[config.mk]
export PLATFORM = sky130hd
export DESIGN_NAME = boom_wb_multi_unit_flat
export DESIGN_NICKNAME = d
export VERILOG_FILES = /design/src/rtl/boom_wb_multi_unit_pkg.sv /design/src/rtl/boom_wb_multi_unit_if.sv /design/src/rtl/boom_wb_multi_unit_rd_pipe.sv /design/src/rtl/boom_wb_multi_unit.sv /design/src/flat_wrapper.sv
export SDC_FILE = /design/constraint.sdc
export NUM_CORES = 1
export LEC_CHECK = 0
export CAP_MARGIN = 20
export CORE_MARGIN = 4
export CORE_UTILIZATION = 35
export CTS_CLUSTER_DIAMETER = 200
export CTS_CLUSTER_SIZE = 30
export DETAILED_ROUTE_END_ITERATION = 7
export MAX_ROUTING_LAYER = met4
export SYNTH_ARGS = -nofsm -noshare
export SYNTH_HDL_FRONTEND = slang
export SYNTH_SLANG_ARGS = --single-unit
[constraint.sdc]
create_clock -name clock -period 11 [get_ports clock]
set_clock_uncertainty 0.05 [all_clocks]
set_input_delay 2.75 -clock clock [delete_from_list [all_inputs] [get_ports clock]]
set_output_delay 2.75 -clock clock [all_outputs]
set_load 0.02 [all_outputs]
[src/rtl/boom_wb_multi_unit_pkg.sv]
// Shared definitions for the multi-entry dcache writeback unit.
// Holds the bus/row geometry, the per-entry state encoding, the per-entry
// bookkeeping record and the TileLink C-channel opcodes used by the unit.
package wb_multi_pkg;

  // Row / block geometry and TileLink field widths
  localparam int ROW_W         = 128;
  localparam int ROW_OFF       = 4;
  localparam int TAG_W         = 20;
  localparam int IDX_W         = 6;
  localparam int N_WAYS        = 4;
  localparam int PADDR_W       = 32;
  localparam int SRC_W         = 3;
  localparam int REFILL_CYCLES = 4;
  localparam int BEAT_W        = $clog2(REFILL_CYCLES);
  localparam int CNT_W         = BEAT_W + 1;
  localparam int BLK_OFF       = ROW_OFF + BEAT_W;
  localparam int ADDR_W        = IDX_W + BLK_OFF;

  // TileLink C-channel opcodes
  localparam logic [2:0] TL_RELEASE_DATA   = 3'h7;
  localparam logic [2:0] TL_PROBE_ACK_DATA = 3'h5;

  // Lifecycle of one writeback entry
  typedef enum logic [2:0] {
    ST_INVALID = 3'd0,
    ST_QUEUED  = 3'd1,
    ST_FILL    = 3'd2,
    ST_READY   = 3'd3,
    ST_ACTIVE  = 3'd4,
    ST_GRANT   = 3'd5
  } ent_state_e;

  // Everything latched at allocation, plus the ReleaseAck flag
  typedef struct packed {
    logic [TAG_W-1:0]  tag;
    logic [IDX_W-1:0]  idx;
    logic [N_WAYS-1:0] way_en;
    logic [2:0]        param;
    logic              voluntary;
    logic              acked;
  } ent_rec_t;

endpackage

[src/rtl/boom_wb_multi_unit_if.sv]
// Bus bundle of the writeback unit: request port, data array read port,
// C-channel release beats, D-channel ReleaseAck and the set-conflict lookup.
// Modport slave is the writeback unit; modport master is its environment
// (MSHR/prober, data array, TileLink).
interface boom_wb_multi_unit_if;
  import wb_multi_pkg::*;

  logic               req_valid;
  logic               req_ready;
  logic [TAG_W-1:0]   req_tag;
  logic [IDX_W-1:0]   req_idx;
  logic [N_WAYS-1:0]  req_way_en;
  logic [2:0]         req_param;
  logic               req_voluntary;
  logic               data_req_valid;
  logic               data_req_ready;
  logic [N_WAYS-1:0]  data_req_way_en;
  logic [ADDR_W-1:0]  data_req_addr;
  logic [ROW_W-1:0]   data_resp;
  logic               fill_done;
  logic               rel_valid;
  logic               rel_ready;
  logic [2:0]         rel_opcode;
  logic [2:0]         rel_param;
  logic [SRC_W-1:0]   rel_source;
  logic [PADDR_W-1:0] rel_address;
  logic [ROW_W-1:0]   rel_data;
  logic               grant_valid;
  logic [SRC_W-1:0]   grant_source;
  logic [IDX_W-1:0]   chk_idx;
  logic               chk_hit;

  modport slave (
    input  req_valid, req_tag, req_idx, req_way_en, req_param, req_voluntary,
    input  data_req_ready, data_resp, rel_ready, grant_valid, grant_source, chk_idx,
    output req_ready, data_req_valid, data_req_way_en, data_req_addr, fill_done,
    output rel_valid, rel_opcode, rel_param, rel_source, rel_address, rel_data, chk_hit
  );

  modport master (
    output req_valid, req_tag, req_idx, req_way_en, req_param, req_voluntary,
    output data_req_ready, data_resp, rel_ready, grant_valid, grant_source, chk_idx,
    input  req_ready, data_req_valid, data_req_way_en, data_req_addr, fill_done,
    input  rel_valid, rel_opcode, rel_param, rel_source, rel_address, rel_data, chk_hit
  );

endinterface

[src/rtl/boom_wb_multi_unit_rd_pipe.sv]
// wb_rd_pipe: RD_LAT-deep delay line that tags every accepted data array read
// with its beat and entry so the response can be steered into the buffer.
// Ports: clock, reset (async, active-high); in_valid/in_beat/in_ent at the
// read handshake; out_valid/out_beat/out_ent aligned with data_resp.
module wb_rd_pipe #(
  parameter int RD_LAT = 2,
  parameter int BEAT_W = 2,
  parameter int ENT_W  = 1
) (
  input  logic              clock,
  input  logic              reset,
  input  logic              in_valid,
  input  logic [BEAT_W-1:0] in_beat,
  input  logic [ENT_W-1:0]  in_ent,
  output logic              out_valid,
  output logic [BEAT_W-1:0] out_beat,
  output logic [ENT_W-1:0]  out_ent
);

  logic [RD_LAT-1:0] valid_r;
  logic [BEAT_W-1:0] beat_r [RD_LAT];
  logic [ENT_W-1:0]  ent_r  [RD_LAT];

  // Shift read tags one stage per cycle; reset drops reads still in flight
  always_ff @(posedge clock or posedge reset) begin
    if (reset) begin
      valid_r <= '0;
      for (int i = 0; i < RD_LAT; i++) begin
        beat_r[i] <= '0;
        ent_r[i]  <= '0;
      end
    end else begin
      valid_r[0] <= in_valid;
      beat_r[0]  <= in_beat;
      ent_r[0]   <= in_ent;
      for (int i = 1; i < RD_LAT; i++) begin
        valid_r[i] <= valid_r[i-1];
        beat_r[i]  <= beat_r[i-1];
        ent_r[i]   <= ent_r[i-1];
      end
    end
  end

  assign out_valid = valid_r[RD_LAT-1];
  assign out_beat  = beat_r[RD_LAT-1];
  assign out_ent   = ent_r[RD_LAT-1];

endmodule

[src/rtl/boom_wb_multi_unit.sv]
// boom_wb_multi_unit: N_ENT-entry dcache writeback unit. Entries are allocated
// in ring order, filled one at a time from the data array, released one at a
// time on the C channel and, for voluntary releases, held until the matching
// ReleaseAck arrives on the D channel.
// Ports: clock, reset (async, active-high); bus (slave modport) carries the
// request, data array, C/D channel and set-lookup signals.
module boom_wb_multi_unit
  import wb_multi_pkg::*;
#(
  parameter int N_ENT    = 2,
  parameter int SRC_BASE = 2,
  parameter int RD_LAT   = 2
) (
  input logic                 clock,
  input logic                 reset,
  boom_wb_multi_unit_if.slave bus
);

  localparam int ENT_W = (N_ENT > 1) ? $clog2(N_ENT) : 1;

  if (SRC_BASE + N_ENT > (1 << SRC_W)) begin : g_src_range_check
    $error("boom_wb_multi_unit: source IDs SRC_BASE..SRC_BASE+N_ENT-1 do not fit in SRC_W bits");
  end

  function automatic logic [ENT_W-1:0] ptr_inc(input logic [ENT_W-1:0] p);
    if (p == ENT_W'(N_ENT - 1)) return '0;
    else return p + ENT_W'(1);
  endfunction

  function automatic logic [SRC_W-1:0] src_of(input int e);
    return SRC_W'(SRC_BASE + e);
  endfunction

  ent_state_e       state_r   [N_ENT];
  ent_state_e       state_nxt [N_ENT];
  ent_rec_t         rec_r     [N_ENT];
  logic             acked_nxt [N_ENT];
  logic [N_ENT-1:0] grant_hit;
  logic [ROW_W-1:0] row_buf   [N_ENT][REFILL_CYCLES];
  logic [ENT_W-1:0] tail_r, fill_ptr_r, rel_ptr_r;
  logic [CNT_W-1:0] issued_r, rel_beat_r;

  logic              accept, fill_busy, rd_fire, rel_fire, rel_last, chk_any;
  logic              cap_valid, cap_last;
  logic [BEAT_W-1:0] cap_beat;
  logic [ENT_W-1:0]  cap_ent;

  assign accept    = bus.req_valid && bus.req_ready;
  // Reads may start while the entry is still QUEUED so the first beat goes out
  // the cycle after allocation.
  assign fill_busy = (state_r[fill_ptr_r] == ST_QUEUED) || (state_r[fill_ptr_r] == ST_FILL);
  assign rd_fire   = bus.data_req_valid && bus.data_req_ready;
  assign rel_fire  = bus.rel_valid && bus.rel_ready;
  assign rel_last  = rel_fire && (rel_beat_r == CNT_W'(REFILL_CYCLES - 1));
  assign cap_last  = cap_valid && (cap_beat == BEAT_W'(REFILL_CYCLES - 1));

  wb_rd_pipe #(.RD_LAT(RD_LAT), .BEAT_W(BEAT_W), .ENT_W(ENT_W)) u_rd_pipe (
    .clock     (clock),
    .reset     (reset),
    .in_valid  (rd_fire),
    .in_beat   (issued_r[BEAT_W-1:0]),
    .in_ent    (fill_ptr_r),
    .out_valid (cap_valid),
    .out_beat  (cap_beat),
    .out_ent   (cap_ent)
  );

  // ReleaseAck matching and set-conflict lookup across all entries
  always_comb begin
    chk_any = 1'b0;
    for (int e = 0; e < N_ENT; e++) begin
      grant_hit[e] = bus.grant_valid && (bus.grant_source == src_of(e)) && rec_r[e].voluntary &&
                     ((state_r[e] == ST_ACTIVE) || (state_r[e] == ST_GRANT));
      if ((state_r[e] != ST_INVALID) && (rec_r[e].idx == bus.chk_idx)) chk_any = 1'b1;
      else chk_any = chk_any;
    end
  end

  // Per-entry next state and ack flag
  always_comb begin
    for (int e = 0; e < N_ENT; e++) begin
      state_nxt[e] = state_r[e];
      acked_nxt[e] = rec_r[e].acked;
      if (accept && (tail_r == ENT_W'(e))) begin
        state_nxt[e] = ST_QUEUED;
        acked_nxt[e] = 1'b0;
      end else begin
        case (state_r[e])
          ST_QUEUED: if (fill_ptr_r == ENT_W'(e)) state_nxt[e] = ST_FILL;
                     else state_nxt[e] = ST_QUEUED;
          ST_FILL:   if (cap_last && (cap_ent == ENT_W'(e))) state_nxt[e] = ST_READY;
                     else state_nxt[e] = ST_FILL;
          ST_READY:  if (rel_ptr_r == ENT_W'(e)) state_nxt[e] = ST_ACTIVE;
                     else state_nxt[e] = ST_READY;
          ST_ACTIVE: begin
            if (grant_hit[e]) acked_nxt[e] = 1'b1;
            else acked_nxt[e] = rec_r[e].acked;
            // An ack already seen, or arriving with the last beat, skips GRANT
            if (rel_last && (rel_ptr_r == ENT_W'(e))) begin
              if (!rec_r[e].voluntary || rec_r[e].acked || grant_hit[e]) state_nxt[e] = ST_INVALID;
              else state_nxt[e] = ST_GRANT;
            end else begin
              state_nxt[e] = ST_ACTIVE;
            end
          end
          ST_GRANT:  if (grant_hit[e]) state_nxt[e] = ST_INVALID;
                     else state_nxt[e] = ST_GRANT;
          default:   state_nxt[e] = ST_INVALID;
        endcase
      end
    end
  end

  // Entry state, entry records, pointers and beat counters
  always_ff @(posedge clock or posedge reset) begin
    if (reset) begin
      for (int e = 0; e < N_ENT; e++) begin
        state_r[e] <= ST_INVALID;
        rec_r[e]   <= '0;
      end
      tail_r     <= '0;
      fill_ptr_r <= '0;
      rel_ptr_r  <= '0;
      issued_r   <= '0;
      rel_beat_r <= '0;
    end else begin
      for (int e = 0; e < N_ENT; e++) begin
        state_r[e]       <= state_nxt[e];
        rec_r[e].acked   <= acked_nxt[e];
        if (accept && (tail_r == ENT_W'(e))) begin
          rec_r[e].tag       <= bus.req_tag;
          rec_r[e].idx       <= bus.req_idx;
          rec_r[e].way_en    <= bus.req_way_en;
          rec_r[e].param     <= bus.req_param;
          rec_r[e].voluntary <= bus.req_voluntary;
        end
      end
      if (accept) tail_r <= ptr_inc(tail_r);
      if (cap_last) fill_ptr_r <= ptr_inc(fill_ptr_r);
      if (rel_last) rel_ptr_r <= ptr_inc(rel_ptr_r);
      // The last capture always lands after the last read, so these never collide
      if (cap_last) issued_r <= '0;
      else if (rd_fire) issued_r <= issued_r + CNT_W'(1);
      if (rel_last) rel_beat_r <= '0;
      else if (rel_fire) rel_beat_r <= rel_beat_r + CNT_W'(1);
    end
  end

  // Beat buffer capture; contents are only observable through a valid release
  always_ff @(posedge clock) begin
    if (cap_valid) row_buf[cap_ent][cap_beat] <= bus.data_resp;
  end

  assign bus.req_ready       = (state_r[tail_r] == ST_INVALID);
  assign bus.data_req_valid  = fill_busy && (issued_r < CNT_W'(REFILL_CYCLES));
  assign bus.data_req_way_en = bus.data_req_valid ? rec_r[fill_ptr_r].way_en : '0;
  assign bus.data_req_addr   = bus.data_req_valid ?
                               {rec_r[fill_ptr_r].idx, issued_r[BEAT_W-1:0], {ROW_OFF{1'b0}}} : '0;
  assign bus.fill_done       = cap_last;
  assign bus.rel_valid       = (state_r[rel_ptr_r] == ST_ACTIVE);
  assign bus.rel_opcode      = !bus.rel_valid ? 3'h0 :
                               rec_r[rel_ptr_r].voluntary ? TL_RELEASE_DATA : TL_PROBE_ACK_DATA;
  assign bus.rel_param       = bus.rel_valid ? rec_r[rel_ptr_r].param : 3'h0;
  assign bus.rel_source      = bus.rel_valid ? src_of(int'(rel_ptr_r)) : '0;
  assign bus.rel_address     = bus.rel_valid ?
                               PADDR_W'({rec_r[rel_ptr_r].tag, rec_r[rel_ptr_r].idx, {BLK_OFF{1'b0}}}) : '0;
  assign bus.rel_data        = bus.rel_valid ? row_buf[rel_ptr_r][rel_beat_r[BEAT_W-1:0]] : '0;
  assign bus.chk_hit         = chk_any;

endmodule

[src/flat_wrapper.sv]
// flat-port wrapper written by rule: the top's interface ports become plain ports
module boom_wb_multi_unit_flat import wb_multi_pkg::*;
#(
  parameter int N_ENT    = 2,
  parameter int SRC_BASE = 2,
  parameter int RD_LAT   = 2
)
  (clock, reset, bus_req_valid, bus_req_tag, bus_req_idx, bus_req_way_en, bus_req_param, bus_req_voluntary, bus_data_req_ready, bus_data_resp, bus_rel_ready, bus_grant_valid, bus_grant_source, bus_chk_idx, bus_req_ready, bus_data_req_valid, bus_data_req_way_en, bus_data_req_addr, bus_fill_done, bus_rel_valid, bus_rel_opcode, bus_rel_param, bus_rel_source, bus_rel_address, bus_rel_data, bus_chk_hit);
  boom_wb_multi_unit_if bus_i ();
  input logic clock;
  input logic reset;
  input wire logic [$bits(bus_i.req_valid)-1:0] bus_req_valid;
  input wire logic [$bits(bus_i.req_tag)-1:0] bus_req_tag;
  input wire logic [$bits(bus_i.req_idx)-1:0] bus_req_idx;
  input wire logic [$bits(bus_i.req_way_en)-1:0] bus_req_way_en;
  input wire logic [$bits(bus_i.req_param)-1:0] bus_req_param;
  input wire logic [$bits(bus_i.req_voluntary)-1:0] bus_req_voluntary;
  input wire logic [$bits(bus_i.data_req_ready)-1:0] bus_data_req_ready;
  input wire logic [$bits(bus_i.data_resp)-1:0] bus_data_resp;
  input wire logic [$bits(bus_i.rel_ready)-1:0] bus_rel_ready;
  input wire logic [$bits(bus_i.grant_valid)-1:0] bus_grant_valid;
  input wire logic [$bits(bus_i.grant_source)-1:0] bus_grant_source;
  input wire logic [$bits(bus_i.chk_idx)-1:0] bus_chk_idx;
  output wire logic [$bits(bus_i.req_ready)-1:0] bus_req_ready;
  output wire logic [$bits(bus_i.data_req_valid)-1:0] bus_data_req_valid;
  output wire logic [$bits(bus_i.data_req_way_en)-1:0] bus_data_req_way_en;
  output wire logic [$bits(bus_i.data_req_addr)-1:0] bus_data_req_addr;
  output wire logic [$bits(bus_i.fill_done)-1:0] bus_fill_done;
  output wire logic [$bits(bus_i.rel_valid)-1:0] bus_rel_valid;
  output wire logic [$bits(bus_i.rel_opcode)-1:0] bus_rel_opcode;
  output wire logic [$bits(bus_i.rel_param)-1:0] bus_rel_param;
  output wire logic [$bits(bus_i.rel_source)-1:0] bus_rel_source;
  output wire logic [$bits(bus_i.rel_address)-1:0] bus_rel_address;
  output wire logic [$bits(bus_i.rel_data)-1:0] bus_rel_data;
  output wire logic [$bits(bus_i.chk_hit)-1:0] bus_chk_hit;
  assign bus_i.req_valid = bus_req_valid;
  assign bus_i.req_tag = bus_req_tag;
  assign bus_i.req_idx = bus_req_idx;
  assign bus_i.req_way_en = bus_req_way_en;
  assign bus_i.req_param = bus_req_param;
  assign bus_i.req_voluntary = bus_req_voluntary;
  assign bus_i.data_req_ready = bus_data_req_ready;
  assign bus_i.data_resp = bus_data_resp;
  assign bus_i.rel_ready = bus_rel_ready;
  assign bus_i.grant_valid = bus_grant_valid;
  assign bus_i.grant_source = bus_grant_source;
  assign bus_i.chk_idx = bus_chk_idx;
  assign bus_req_ready = bus_i.req_ready;
  assign bus_data_req_valid = bus_i.data_req_valid;
  assign bus_data_req_way_en = bus_i.data_req_way_en;
  assign bus_data_req_addr = bus_i.data_req_addr;
  assign bus_fill_done = bus_i.fill_done;
  assign bus_rel_valid = bus_i.rel_valid;
  assign bus_rel_opcode = bus_i.rel_opcode;
  assign bus_rel_param = bus_i.rel_param;
  assign bus_rel_source = bus_i.rel_source;
  assign bus_rel_address = bus_i.rel_address;
  assign bus_rel_data = bus_i.rel_data;
  assign bus_chk_hit = bus_i.chk_hit;
  boom_wb_multi_unit #(.N_ENT(N_ENT), .SRC_BASE(SRC_BASE), .RD_LAT(RD_LAT)) u_core (.clock(clock), .reset(reset), .bus(bus_i));
endmodule
# Word-level counts from Yosys, hierarchy flattened
# Memories as Yosys holds them, arrays and structs flattened.
# Index checks and enable logic that the tools add are counted.
# word_totals
regBits,93
ramBits,1024
in_bits,177
output_inout_bits,190
elab_cells,167
n_memories,1
# op_classes
add_sub_neg,6
n_lt_le_gt_ge,7
n_eq_ne,19
n_mux,61
bitwise,8
reduce_logical,41
# mem_list
memory,words,width,rd,rd_clocked_by_memory_dff,wr,line_no,text
u_core.row_buf,2,512,1,0,1,boom_wb_multi_unit.sv:39,logic [ROW_W-1:0] row_buf [N_ENT][REFILL_CYCLES];
# ops
operator,n
2-to-1 mux 128 bit,4
2-to-1 mux 512 bit,1
binary-select mux 128 bit (select 2 bit),1
demux 128 bit (select 2 bit),1
2-to-1 mux 35 bit,3
2-to-1 mux 3 bit,26
2-to-1 mux 15 bit,3
2-to-1 mux 32 bit,1
case mux 3 bit (5 select lines),2
"equality test 3 x 2 -> 1 bit, second input constant",8
logical AND 1 bit,21
"equality test 3 bit, second input constant",5
2-to-1 mux 1 bit,14
equality test 6 bit,2
2-to-1 mux 12 bit,1
nonzero test 2 bit,6
"equality test 3 x 1 -> 1 bit, second input constant",3
logical OR 1 bit,7
"adder 3 x 1 -> 3 bit, second input constant",2
">= comparator 2 bit, second input constant",3
">= comparator 3 bit, second input constant",2
2-to-1 mux 2 bit,3
inverter 1 -> 2 bit,3
inverter 2 -> 3 bit,2
other kinds (11),18

# Logic depth before layout (Yosys ltp)
# Gate-level depths: netlist (run 1).
# logic_depth
word_depth,11
depth_mapped,7
depth_no_buf,5

# Hierarchy
# Synthesis (run 1) repeated with hierarchy kept, for this count alone.
# hier_totals
cells_unflattened,2027
hier_area_um2,43404.1
# modules_own_cells
module,instances,cells_per_inst,area_each_um2,seq_area_each_um2
boom_wb_multi_unit,1,2016,43185.2,32876.5
wb_rd_pipe,1,11,219.0,200.2

# Worst setup path after synthesis (run 1)
# Ideal clock, no wire load.
# synth_timing
path_type,register -> register
from,reg u_core.u_rd_pipe.beat_r (netlist bit u_core.u_rd_pipe.out_beat[1])
to,"mem u_core.row_buf[0][256] (netlist name), enable pin"
setup_time_ns,0.799
t_arrival_ns,9.833
required_ns,10.151
slack_ns,0.318
path_stages_with_launch,3
n_path_buf,0
synth_period_minus_slack_ns,10.682
cell_sequence,dfrtp_1 -> nand2b_1 -> nor3b_1
# synth_between
elab_chain_cells,6
word_cells_on_any_way,7
cone_classes,order compare: 2; mux: 3; bitwise: 1; reduce/logical: 1
# synth_lines
element,line_no,text
from (decl),boom_wb_multi_unit_rd_pipe.sv:21,logic [BEAT_W-1:0] beat_r [RD_LAT];
"from (signal, indexed assignment)",boom_wb_multi_unit_rd_pipe.sv:38,beat_r[i] <= beat_r[i-1];
inverter 2 -> 3 bit (not written as such) (*),boom_wb_multi_unit.sv:151,if (cap_valid) row_buf[cap_ent][cap_beat] <= bus.data_resp;
>= comparator 3 bit (not written as such) or < comparator 3 x 1 -> 1 bit (tied branches),boom_wb_multi_unit.sv:151,
logical AND 1 bit (not written as such),boom_wb_multi_unit.sv:151,
2-to-1 mux 128 bit (not written as such),boom_wb_multi_unit.sv:151,
demux 128 bit (select 2 bit) (*),boom_wb_multi_unit.sv:151,
2-to-1 mux 512 bit (not written as such) (*),boom_wb_multi_unit.sv:151,
to (decl),boom_wb_multi_unit.sv:39,
# Mark *: on every way between the ends. The rest lies on a longest branch, timed or not.

# Worst setup path in the final report (run 1)
# layout_timing
from,reg u_core.rel_ptr_r
to,out bus_rel_data[98]
# layout_between
elab_chain_cells,6
word_cells_on_any_way,10
cone_classes,eq/ne: 1; mux: 7; bitwise: 1; memory: 1
# layout_lines
element,line_no,text
from (decl),boom_wb_multi_unit.sv:40,"logic [ENT_W-1:0] tail_r, fill_ptr_r, rel_ptr_r;"
from (signal assigned),boom_wb_multi_unit.sv:140,if (rel_last) rel_ptr_r <= ptr_inc(rel_ptr_r);
branches (longest 5 deep; another with memory (2 x 512 bit)),-,
2-to-1 mux 128 bit (*),boom_wb_multi_unit.sv:167,assign bus.rel_data = bus.rel_valid ? row_buf[rel_ptr_r][rel_beat_r[BEAT_W-1:0]] : '0;
to (decl),flat_wrapper.sv:34,output wire logic [$bits(bus_i.rel_data)-1:0] bus_rel_data;
# Every way passes the cells marked *. The select of a mux whose other input is x is not followed.

==> results of run 1 <==
sequential cells by signal (all words and copies together) (netlist names), 2 cells and up:
register	cells
u_core.row_buf	1024
u_core.rec_r	70
u_core.state_r	6
u_core.issued_r	3
u_core.rel_beat_r	3
u_core.u_rd_pipe.beat_r	2
u_core.u_rd_pipe.out_beat	2
u_core.u_rd_pipe.valid_r	2
cell usage after synthesis (all sizes together) (4+ instances only):
master / count / area, um^2
xnor2: 10 / 87.6
nand2b: 4 / 25.0
mux4: 256 / 5770
nor2b: 6 / 37.5
dfrtp: 93 / 2330
buf: 98 / 568
nand2: 115 / 434
a22o: 7 / 61.3
xor2: 5 / 43.8
inv: 10 / 37.5
edfxtp: 1024 / 30700
mux2: 37 / 424
nand3: 8 / 40.0
nor3: 5 / 30.0
mux2i: 165 / 1650
a31oi: 4 / 25.0
o21ai: 4 / 20.0
a21oi: 5 / 28.8
clkbuf: 26 / 97.6
nor2: 179 / 704
final cells by class:
cell class	instances	area [um^2]	share of cell area [%]
Sequential cell	1117	33100	66.1
Multi-Input combinational cell	848	9740	19.4
Timing Repair Buffer	393	3950	7.88
Tap cell	1625	2030	4.06
Clock buffer	51	1150	2.29
Clock inverter	2	50.0	0.0999
Antenna cell	17	42.5	0.0849
Inverter	10	38.8	0.0774
routing by layer:
layer	global-route usage [%]	vias up	wire, um
li1	-	8940	-
met1	19.4	11000	41500
met2	26.0	412	50400
met3	2.64	90	4660
met4	3.35	0	1920
met5	-	-	0
power by group through the flow:
stage	Sequential (mW)	Combinational, mW	Clock (mW)
after global routing	4.63	0.135	2.21
after detailed placement	4.72	0.123	0
after floorplan	4.72	0.0142	0
after global placement	4.72	0.114	0
after CTS	4.63	0.123	2.06
final	4.63	0.123	1.97
cells by family after synthesis:
| logic type | after synthesis |
|---|---|
| flip-flops | 1117 |
| multiplexers | 458 |
| AND/OR/NAND/NOR | 332 |
| buffers and inverters | 134 |
| AO/OA/AOI/OAI | 30 |
| XOR/XNOR | 15 |
| adder cells (fa/ha/maj) | 2 |
| other | 1 |
stage by stage:
stage | hold WS [ns] | std cells | worst slack (ns)
4_1_cts | 0.312 | 4044 | 2.74
3_5_place_dp | 0.286 | 3991 | 3.32
2_1_floorplan | 0.281 | 2099 | 0.318
5_1_grt | 0.320 | 4063 | 2.49
3_3_place_gp | 0.281 | 3991 | 3.31
6_report | 0.303 | 4063 | 3.04
worst paths after layout:
check	startpoint	endpoint
min in group asynchronous	reset	u_core.rec_r[44]
min	u_core.u_rd_pipe.beat_r[2]	u_core.u_rd_pipe.out_beat[0]
max in group asynchronous	reset	u_core.rel_beat_r[1]
max reg2reg	u_core.rel_ptr_r	u_core.rel_beat_r[1]
min reg2reg	u_core.u_rd_pipe.beat_r[2]	u_core.u_rd_pipe.out_beat[0]
max	u_core.rel_ptr_r	bus_rel_data[98]
==> impl_metrics.tcl, run 1 <==
set metrics [dict create \
    ys_ff_latch 1117 \
    cp.depth 7 \
    fin_crit_sh_pct 72.4 \
    p_per_area_nw_per_um2 134 \
    vias_per_cell 5.04 \
    setup_viol 0 \
    slew_headroom_pct 24.0 \
    grt-ovfl-total 0 \
    r2r_slack_ns 7.63 \
    tns_ns 0 \
    synth-simple-area-share_pct 3.23 \
    vias 20500 \
    rows 128 \
    final_util_pct 40.9 \
    end_kind "primary output" \
    cts.sinks 1117 \
    port_buffers 355 \
    crit_type "flop to primary output" \
    synth_edf_count 1024 \
    fmax_ghz 0.126 \
    wire_per_inst_um 24.2 \
    dpl-instance-area_um2 48800 \
    avgSynthCellArea_um2 20.8 \
    yosysUniqueCellTypes 55 \
    synthMuxAreaShare_pct 18.1 \
    async_flop_share_pct 8.33 \
    synthesis.area_um2 43400 \
    ir_drop_mv 0.127 \
    hp-class "flop to flop" \
    clk_latency_ns 0.64 \
    tightest_slew_ns 1.14 \
    cts-root-buf "clkbuf_16" \
    grt_pass1_vias 22000 \
    switching_share_pct 19.0 \
    path_clk_slew_ns 0.12 \
    fin_crit_ns 7.96 \
    gr-usage-all-layers_pct 15.3 \
    cts_resized 0 \
    io_pins 367 \
    synth_cells 2089 \
    intPower_mw 5.44 \
    report.power.total_mw 6.72 \
    combPwrFrac_pct 1.8 \
    coreArea_um2 123000 \
    cts_tree "built" \
    crit_family "buffers and inverters" \
    chipHeight_um 360 \
    min_delay_path_depth 0 \
    fillerInstances 10800 \
    final_cell_mix "1024 x edfxtp_1, 355 x clkdlybuf4s50_1, 256 x mux4_2" \
    maxSlewViolCount 0 \
    p_leak_nw 15.1 \
    synth_compound_area_share_pct 0.519 \
    htreeDepth 2 \
    postCtsSetupBuffers 0 \
    cts_hold_buf 0 \
    drt-initial-drc-count 1704 \
    hold_viol 0 \
    final_area_um2 50100 \
    crit_top_cell "buf_4" \
    die-area_um2 130000 \
    worstPathArrival_ns 5.16 \
    clkPwrFrac_pct 29.3 \
    rsz0062_at_grt "no" \
    syn_to_final_growth_pct 15.4 \
    yosysWarnings 0 \
    cts_buffers 43 \
    clockBufferDepth 3 \
    p_sw_mw 1.27 \
    maxCapViolCount 0 \
    fin_nets 2592 \
    antenna_found_initial 17 \
    drc 0 \
    synth_ff_type "edfxtp_1" \
    dr.pass1.iters 5 \
    wirelength_um 98500 \
    die_x_um 360 \
    initial_core_util_pct 35.4 \
    worstRegToRegCells 7 \
    final_common_cell "edfxtp_1" \
    cp_slowest_stage_delay_ns 0.78 \
    ant_nets 0 \
    synth_fa_ha_area_share_pct 0.0576 \
    globalplace.congestion 0.765 \
    crit_slowest_cell "buf_4" \
    startpoint_type "flop" \
    pwr-share-seq_pct 68.9 \
    dp_hpwl_um 55200 \
    synth_top_family_by_area "multiplexers" \
    grt_pass1_wl_um 146000 \
    status "completed" \
    grt_start_max_net_pins 129 \
    layout-drive-gt1-share_pct 16.3 \
    cp.buffers_inverters 4 \
    worstPathRequired_ns 8.20 \
    seq_area_frac_synth_pct 76.2 \
    path_max_fanout 41 \
    synth-xor-area-share_pct 0.303 \
    crit_path_cell_trace "buf_4, buf_4, buf_4, mux4_2, mux2i_1, nor2_1, clkdlybuf4s50_1" \
]
No activity file was read; power rests on OpenSTA's default activity.
==> run 2: changes to the inputs <==
- clock period: 11 -> 6.7 ns (I/O delays scaled with it)
==> impl_metrics.tcl, run 2 (synthesis gave the netlist of run 1 again) <==
set metrics [dict create \
    cts-root-buf "clkbuf_16" \
    hp-class "flop to flop" \
    htreeDepth 2 \
    p_leak_nw 15.2 \
    r2r-end "u_core.rel_beat_r[1]" \
    wirelength_um 97900 \
    crit_type "flop to primary output" \
    grt_pass1_wl_um 145000 \
    largest_register_ffs 1024 \
    r2r_slack_ns 3.44 \
    ir_drop_mv 0.218 \
    fin_nets 2596 \
    fin_crit_ns 5.73 \
    worstPathArrival_ns 4.00 \
    reg_top3 "u_core.row_buf (1024), u_core.rec_r (70), u_core.state_r (6)" \
    die-area_um2 130000 \
    fin_crit_sh_pct 85.5 \
    antenna_found_initial 15 \
    wire_per_inst_um 24.1 \
    path_max_fanout 61 \
    cts_buffers 43 \
    cts_hold_buf 0 \
    dr.pass1.iters 7 \
    path_clk_slew_ns 0.12 \
    end_kind "primary output" \
    syn_to_final_growth_pct 15.6 \
    slew_headroom_pct 27.7 \
    final_util_pct 40.9 \
    regMostFlops "u_core.row_buf" \
    tightest_slew_ns 1.08 \
    rows 128 \
    coreArea_um2 123000 \
    fmax_ghz 0.175 \
    hp-start "u_core.u_rd_pipe.valid_r[0]" \
    setup_viol 0 \
    io_pins 367 \
    cts_resized 0 \
    ant_nets 0 \
    routed-wl-met3_um 4360 \
    tns_ns 0 \
    r2r-start "u_core.rel_ptr_r" \
    cts.sinks 1117 \
    postCtsSetupBuffers 0 \
    grt-ovfl-total 0 \
    highest_layer "met4" \
    cts_tree "built" \
    layout-drive-gt1-share_pct 16.4 \
    worstPathRequired_ns 4.97 \
    gr-usage-all-layers_pct 15.3 \
    startpoint "u_core.rel_ptr_r" \
    chipHeight_um 360 \
    critPathCapture "bus_rel_data[85]" \
    worstRegToRegCells 7 \
    grt_start_max_net_pins 93 \
    initial_core_util_pct 35.4 \
    drt-met1-wl_um 40400 \
    wl_met2_um 51000 \
    drc 0 \
    vias 20500 \
    rsz0062_at_grt "no" \
    p_per_area_nw_per_um2 220 \
    drt-initial-drc-count 1610 \
    grt_pass1_vias 22000 \
    clk_latency_ns 0.64 \
    globalplace.congestion 0.783 \
    clockBufferDepth 3 \
    startpoint_type "flop" \
    final_cell_mix "1024 x edfxtp_1, 355 x clkdlybuf4s50_1, 256 x mux4_2" \
    maxSlewViolCount 0 \
    vias_per_cell 5.05 \
    die_x_um 360 \
    maxCapViolCount 0 \
    final_common_cell "edfxtp_1" \
    dp_hpwl_um 55200 \
    hold_viol 0 \
    fillerInstances 10700 \
    port_buffers 355 \
    status "completed" \
]
[run 2: layout make-up]
type	instances	area [um^2]	share of cell area [%]
Sequential cell	1117	33100	66.0
Multi-Input combinational cell	848	9750	19.4
Timing Repair Buffer	397	4030	8.04
Tap cell	1625	2030	4.05
Clock buffer	51	1130	2.25
Clock inverter	3	55.1	0.110
Inverter	10	38.8	0.0773
Antenna cell	15	37.5	0.0748
[run 2: worst max-delay path, stage by stage, from the launching register on]
cell,delay [ns]
dfrtp_4,0.88
buf_12,0.40
buf_12,0.46
mux4_2,0.57
mux2i_1,0.25
nor2_1,0.09
clkdlybuf4s50_1,0.59
[run 2: where the power goes]
part           internal (mW)  switching [mW]  total [mW]
clock network           1.22            2.00        3.22
registers               7.59               0        7.59
logic                 0.0948           0.107       0.202
[run 2: routing by layer]
layer	vias to the layer above	track usage (%)
met4	0	3.92
met3	100	2.41
met2	427	25.9
met5	-	-
met1	11100	19.3
li1	8951	-
[run 2: per-stage QoR]
step / setup slack [ns] / area, um^2 / hold WS [ns] / instances / total power, mW
3_3_place_gp: 1.17 / 48900 / 0.286 / 3996 / 7.94
5_1_grt: 0.609 / 50200 / 0.323 / 4066 / 11.4
6_report: 0.972 / 50200 / 0.315 / 4066 / 11.0
4_1_cts: 0.804 / 50100 / 0.316 / 4050 / 11.2
3_5_place_dp: 1.26 / 48900 / 0.290 / 3996 / 7.95
2_1_floorplan: 0.105 / 43500 / 0.281 / 2099 / 7.78
[run 2: worst min-delay path by stage]
| stage | end | slack [ns] | cells past startpoint |
|---|---|---|---|
| 3_3_place_gp | u_core.u_rd_pipe.out_ent | 0.29 | 0 |
| 3_5_place_dp | u_core.u_rd_pipe.valid_r[1] | 0.29 | 0 |
| 4_1_cts | u_core.u_rd_pipe.valid_r[1] | 0.32 | 0 |
| 6_report | u_core.u_rd_pipe.valid_r[1] | 0.31 | 0 |
| 5_1_grt | u_core.u_rd_pipe.valid_r[1] | 0.32 | 0 |
| 2_1_floorplan | u_core.u_rd_pipe.out_beat[0] | 0.28 | 0 |
